==> src/rtl/uart_tx_framer.sv <==
// UART transmit framer: accepts one data word per handshake and serialises it as
// start bit, data bits, optional parity and stop bits, one bit per baud_tick.
module uart_tx_framer #(
    parameter int DATA_W    = 8,
    parameter int PARITY    = 0,
    parameter int STOP_BITS = 1,
    parameter int LSB_FIRST = 1
) (
    input  logic              clk,
    input  logic              rst_n,
    input  logic              baud_tick,
    input  logic              s_valid,
    input  logic [DATA_W-1:0] s_data,
    output logic              s_ready,
    output logic              txd,
    output logic              busy,
    output logic              frame_done
);

    localparam int PAR_W     = (PARITY != 0) ? 1 : 0;
    localparam int FRAME_LEN = 1 + DATA_W + PAR_W + STOP_BITS;
    localparam int CNT_W     = $clog2(FRAME_LEN + 1);

    localparam logic [CNT_W-1:0] LAST_CNT = CNT_W'(FRAME_LEN - 1);

    localparam logic [0:0] IDLE  = 1'b0;
    localparam logic [0:0] SHIFT = 1'b1;

    generate
        if (DATA_W < 5 || DATA_W > 9) begin : g_bad_data_w
            $error("uart_tx_framer: DATA_W must be 5..9");
        end
        if (PARITY < 0 || PARITY > 2) begin : g_bad_parity
            $error("uart_tx_framer: PARITY must be 0, 1 or 2");
        end
        if (STOP_BITS < 1 || STOP_BITS > 2) begin : g_bad_stop
            $error("uart_tx_framer: STOP_BITS must be 1 or 2");
        end
        if (LSB_FIRST < 0 || LSB_FIRST > 1) begin : g_bad_order
            $error("uart_tx_framer: LSB_FIRST must be 0 or 1");
        end
    endgenerate

    logic [0:0]           state;
    logic [FRAME_LEN-1:0] sh;
    logic [CNT_W-1:0]     cnt;

    // Put the word in line order so the first data bit sits next to the start bit.
    function automatic logic [DATA_W-1:0] order_data(input logic [DATA_W-1:0] d);
        logic [DATA_W-1:0] r;
        r = d;
        if (LSB_FIRST == 0) begin
            for (int i = 0; i < DATA_W; i++) begin
                r[i] = d[DATA_W-1-i];
            end
        end
        return r;
    endfunction

    function automatic logic parity_bit(input logic [DATA_W-1:0] d);
        return (PARITY == 2) ? ~(^d) : (^d);
    endfunction

    function automatic logic [FRAME_LEN-1:0] build_frame(input logic [DATA_W-1:0] d);
        logic [FRAME_LEN-1:0] f;
        f             = '1;
        f[0]          = 1'b0;
        f[DATA_W:1]   = order_data(d);
        if (PARITY != 0) begin
            f[DATA_W+1] = parity_bit(d);
        end
        return f;
    endfunction

    // A tick in the accept cycle is ignored because the FSM is still in IDLE then.
    always_ff @(posedge clk or negedge rst_n) begin
        if (!rst_n) begin
            state      <= IDLE;
            sh         <= '1;
            cnt        <= '0;
            frame_done <= 1'b0;
        end else begin
            frame_done <= 1'b0;
            case (state)
                IDLE: begin
                    if (s_valid) begin
                        sh    <= build_frame(s_data);
                        cnt   <= '0;
                        state <= SHIFT;
                    end
                end
                SHIFT: begin
                    if (baud_tick) begin
                        sh  <= {1'b1, sh[FRAME_LEN-1:1]};
                        cnt <= cnt + 1'b1;
                        if (cnt == LAST_CNT) begin
                            state      <= IDLE;
                            frame_done <= 1'b1;
                        end
                    end
                end
                default: state <= IDLE;
            endcase
        end
    end

    assign s_ready = (state == IDLE);
    assign busy    = (state == SHIFT);
    assign txd     = sh[0];

endmodule

==> config.mk <==
export PLATFORM = sky130hd
export DESIGN_NAME = uart_tx_framer
export DESIGN_NICKNAME = d
export VERILOG_FILES = /design/src/rtl/uart_tx_framer.sv
export SDC_FILE = /design/constraint.sdc
export NUM_CORES = 1
export LEC_CHECK = 0
export CAP_MARGIN = 25
export CORE_AREA = 4 4 50 52
export DETAILED_ROUTE_END_ITERATION = 16
export DIE_AREA = 0 0 54 56
export DONT_BUFFER_PORTS = 1
export PLACE_DENSITY = 0.55
export SYNTH_ARGS = -nofsm -noshare
export SYNTH_HDL_FRONTEND = slang
export SYNTH_SLANG_ARGS = --single-unit
==> constraint.sdc <==
create_clock -name clk -period 1.4 [get_ports clk]
set_input_delay 0.14 -clock clk [delete_from_list [all_inputs] [get_ports clk]]
set_output_delay 0.14 -clock clk [all_outputs]
set_load 0.01 [all_outputs]
==> results.md, run 1 <==
- Area taken by multi-input logic gates: 374 um2
- Seq pwr share: 54.9%
- DP HPWL: 1090 um
- Cell count after synthesis: 75
- P_sw: 0.485 mW
- Final core utilization: 41.1%
- Crit-path leading delay family: flip-flops
- Worst setup EP type: output pin
- Vias per cell: 5.16
- Placer Congestion: 0.781
- Unrepaired setup endpoints after global routing: false
- XOR/XNOR share of the synthesized area: 2.16%
- Gate power share: 28.4%
- Switching Fraction: 33.0%
- Max IR drop VDD: 0.000719 V
- Vias in the first global route: 534
- Synth Cell Area: 810 um2
- Boundary pin count: 16
- Post-synthesis mux area share: 12.4%
- CP max stage delay: 0.49 ns
- Commonest non-fill, non-tap cell in the layout: mux2i_1
- Number of port buffers: 0
- 1st-pass router iterations: 4
- FMAX: 777 MHz
- Clock Tree Buf Depth: 2
- Worst Skew: 0.00141 ns
- PwrDens: 1700 nW/um2
- Register Area: 387 um2
- Worst reg2reg setup slack: 0.30 ns
- WHS: 0.00802 ns
- All-Layer GR Usage: 12.0%
- Synthesized area per cell: 10.8 um2
- Inserted Diodes: 0
- Setup TNS: 0 ns
- Final nets: 93
- Worst-path cell chain: inv_1 > buf_4
- Placed cells: 100
- Fin. Hold Viols: 0
- First-pass GRT wire length: 2650 um
- Postcts setup bufs: 0
- Post-Place Worst Slack: 0.322 ns
- Tightest Pin Transition: 0.679 ns
- Complex-gate fraction of the synthesized area: 16.7%
- Cell Int Power: 0.983 mW
- Leakage power: 0.359 nW
- Initial Util: 38.4%
- Area grow syn2layout: 6.80%
- Hold Path Class: in -> reg
- H-tree depth: 1
- Routed wire per std cell: 14.5 um
- Placed cell area: 818 um2
- Simple-gate area share of the yosys netlist: 11.9%
- Pin count of the biggest net entering global routing: 17
- Crit path kind: reg -> out
- Setup ws final: 0.112 ns
- Slowest CP cell: dfrtp_1
- Final instance area: 865 um2
- Critical path fanouts, max: 9
- CP Buf/Inv Count: 2
- Crit start category: register
- Die height: 56 um
- Die Wd: 54 um
- Unique cell type count in the Yosys netlist: 24
- # setup viols final: 0
- Most frequent cells in the layout: 10 x mux2i_1, 9 x dfstp_2, 8 x a21oi_1, 7 x a211oi_1, 6 x dfrtp_1
- Levels on crit path: 2
- Post-synthesis sequential area ratio: 47.8%
- Clock Tree Root: clkbuf_4
- Fin cells: 106
- R2R depth: 3
- # rows: 17
- Post-Synth Adder-Cell Area: 3.09%
- Yosys reg bits: 15
- Sink Count: 15
- Drt drc: 0
- Slew margin rel.: 54.6%
- CTS tree: done
- ANT nets after route: 0
- Outcome: finished clean
- Syn_nets: 89
- Largest family of logic cells by synthesized area: compound AO/OA/AOI/OAI gates
- Slew Viols, Final: 0
- Fillers: 213
- DRT iter0 DRCs: 9
- Congestion Overflow GR: 0
- Clock power share: 16.7%
- Via count: 547
- Core area: 2110 um2
- CTS Buf Count: 3
- Initial antenna violation count: 0
- Final worst path period share: 92.0%
- Pwr Total: 1.47 mW
- Required @ worst endpoint: 1.26 ns
- MaxCap Viol Count: 0
- Area of the die: 3020 um2
- Share of post-route cells with drive strength above 1: 19.2%
- Hold depth: 2
- Fin crit period: 1.29 ns
- WP data arrival: 1.15 ns
- YS warnings: 0
- Post-Route WL: 1540 um
- Clock-pin slew on the worst setup and hold paths: 0.09 ns
- Worst-Skew Late Latency: 0.28 ns
[registers in the layout (all words and copies together), names as in the netlist]
register,flops
sh,9
frame_done,1
cnt,4
busy,1
[cells by family (layout without fill, tap and decap cells)]
| logic type | count (synthesis) | count (layout) |
|---|---|---|
| compound gates | 22 | 22 |
| simple gates | 17 | 17 |
| flops | 15 | 15 |
| mux | 10 | 10 |
| buf+inv | 7 | 10 |
| fa+ha+maj | 2 | 2 |
| xor+xnor | 2 | 2 |
[Yosys cell counts]
master	n	area, um2
dfstp_2	9	236
buf_4	4	30.0
a21boi_0	1	7.51
ha_1	2	25.0
nand2_1	3	11.3
a211oi_1	7	52.6
nor2b_1	3	18.8
a22o_1	1	8.76
o22ai_1	1	6.26
mux2i_1	10	100
inv_1	2	7.51
nor2_2	1	6.26
and2b_1	4	30.0
nor2_1	2	7.51
xor2_1	1	8.76
buf_6	1	11.3
nand3_1	1	5.00
a21oi_1	8	40.0
nor3_1	1	5.00
nand4_1	2	12.5
xnor2_1	1	8.76
o21ai_0	3	15.0
dfrtp_1	6	150
o21ai_1	1	5.00
[routing by layer]
layer	global-route usage [%]	wire length, um	up-vias
met5	0	0	-
met4	5.34	12	0
met3	3.75	75	2
met2	16.3	743	16
li1	-	-	276
met1	17.2	711	253
[cell type report]
cell class,instances,area share [%]
inverters,2,0.868
repair buffers,4,4.05
well taps,28,4.05
flip-flops and latches,15,44.7
clock buffers,4,3.04
multi-input cells,53,43.3
[what timing repair did]
item,CTS,global route
hold buffers,2,0
gates resized for setup,0,0
endpoints found under the setup margin,0,0
hold endpoints to repair,17,0
[power groups by stage]
stage	clock (mW)	combinational, mW	sequential (mW)
floorplan	0	0.369	0.770
global placement	0	0.393	0.811
detailed placement	0	0.406	0.814
CTS	0.260	0.423	0.808
global route	0.280	0.492	0.839
finish	0.246	0.417	0.805
[worst paths after layout]
| kind | startpoint | endpoint |
|---|---|---|
| setup / recovery | busy | s_ready |
| hold / removal | baud_tick | cnt[2] |
| setup reg to reg | cnt[0] | cnt[1] |
| hold reg to reg | cnt[2] | cnt[2] |
| max in group asynchronous | rst_n | busy |
| min in group asynchronous | rst_n | frame_done |
No activity file was read; power rests on OpenSTA's default activity.
==> run 2: changes to the inputs <==
--- a/config.mk
+++ b/config.mk
@@ -11,6 +11,7 @@
 export DIE_AREA = 0 0 54 56
 export DONT_BUFFER_PORTS = 1
 export PLACE_DENSITY = 0.55
+export SLEW_MARGIN = 0
 export SYNTH_ARGS = -nofsm -noshare
 export SYNTH_HDL_FRONTEND = slang
 export SYNTH_SLANG_ARGS = --single-unit
==> results of run 2 <==
No change in the layout: final DEF, timing and power equal those of run 1.
==> run 3: changes to the inputs <==
--- a/config.mk
+++ b/config.mk
@@ -7,6 +7,7 @@
 export LEC_CHECK = 0
 export CAP_MARGIN = 25
 export CORE_AREA = 4 4 50 52
+export CTS_CLUSTER_DIAMETER = 50
 export DETAILED_ROUTE_END_ITERATION = 16
 export DIE_AREA = 0 0 54 56
 export DONT_BUFFER_PORTS = 1
==> results of run 3 <==
No change in the layout: final DEF, timing and power equal those of run 1.
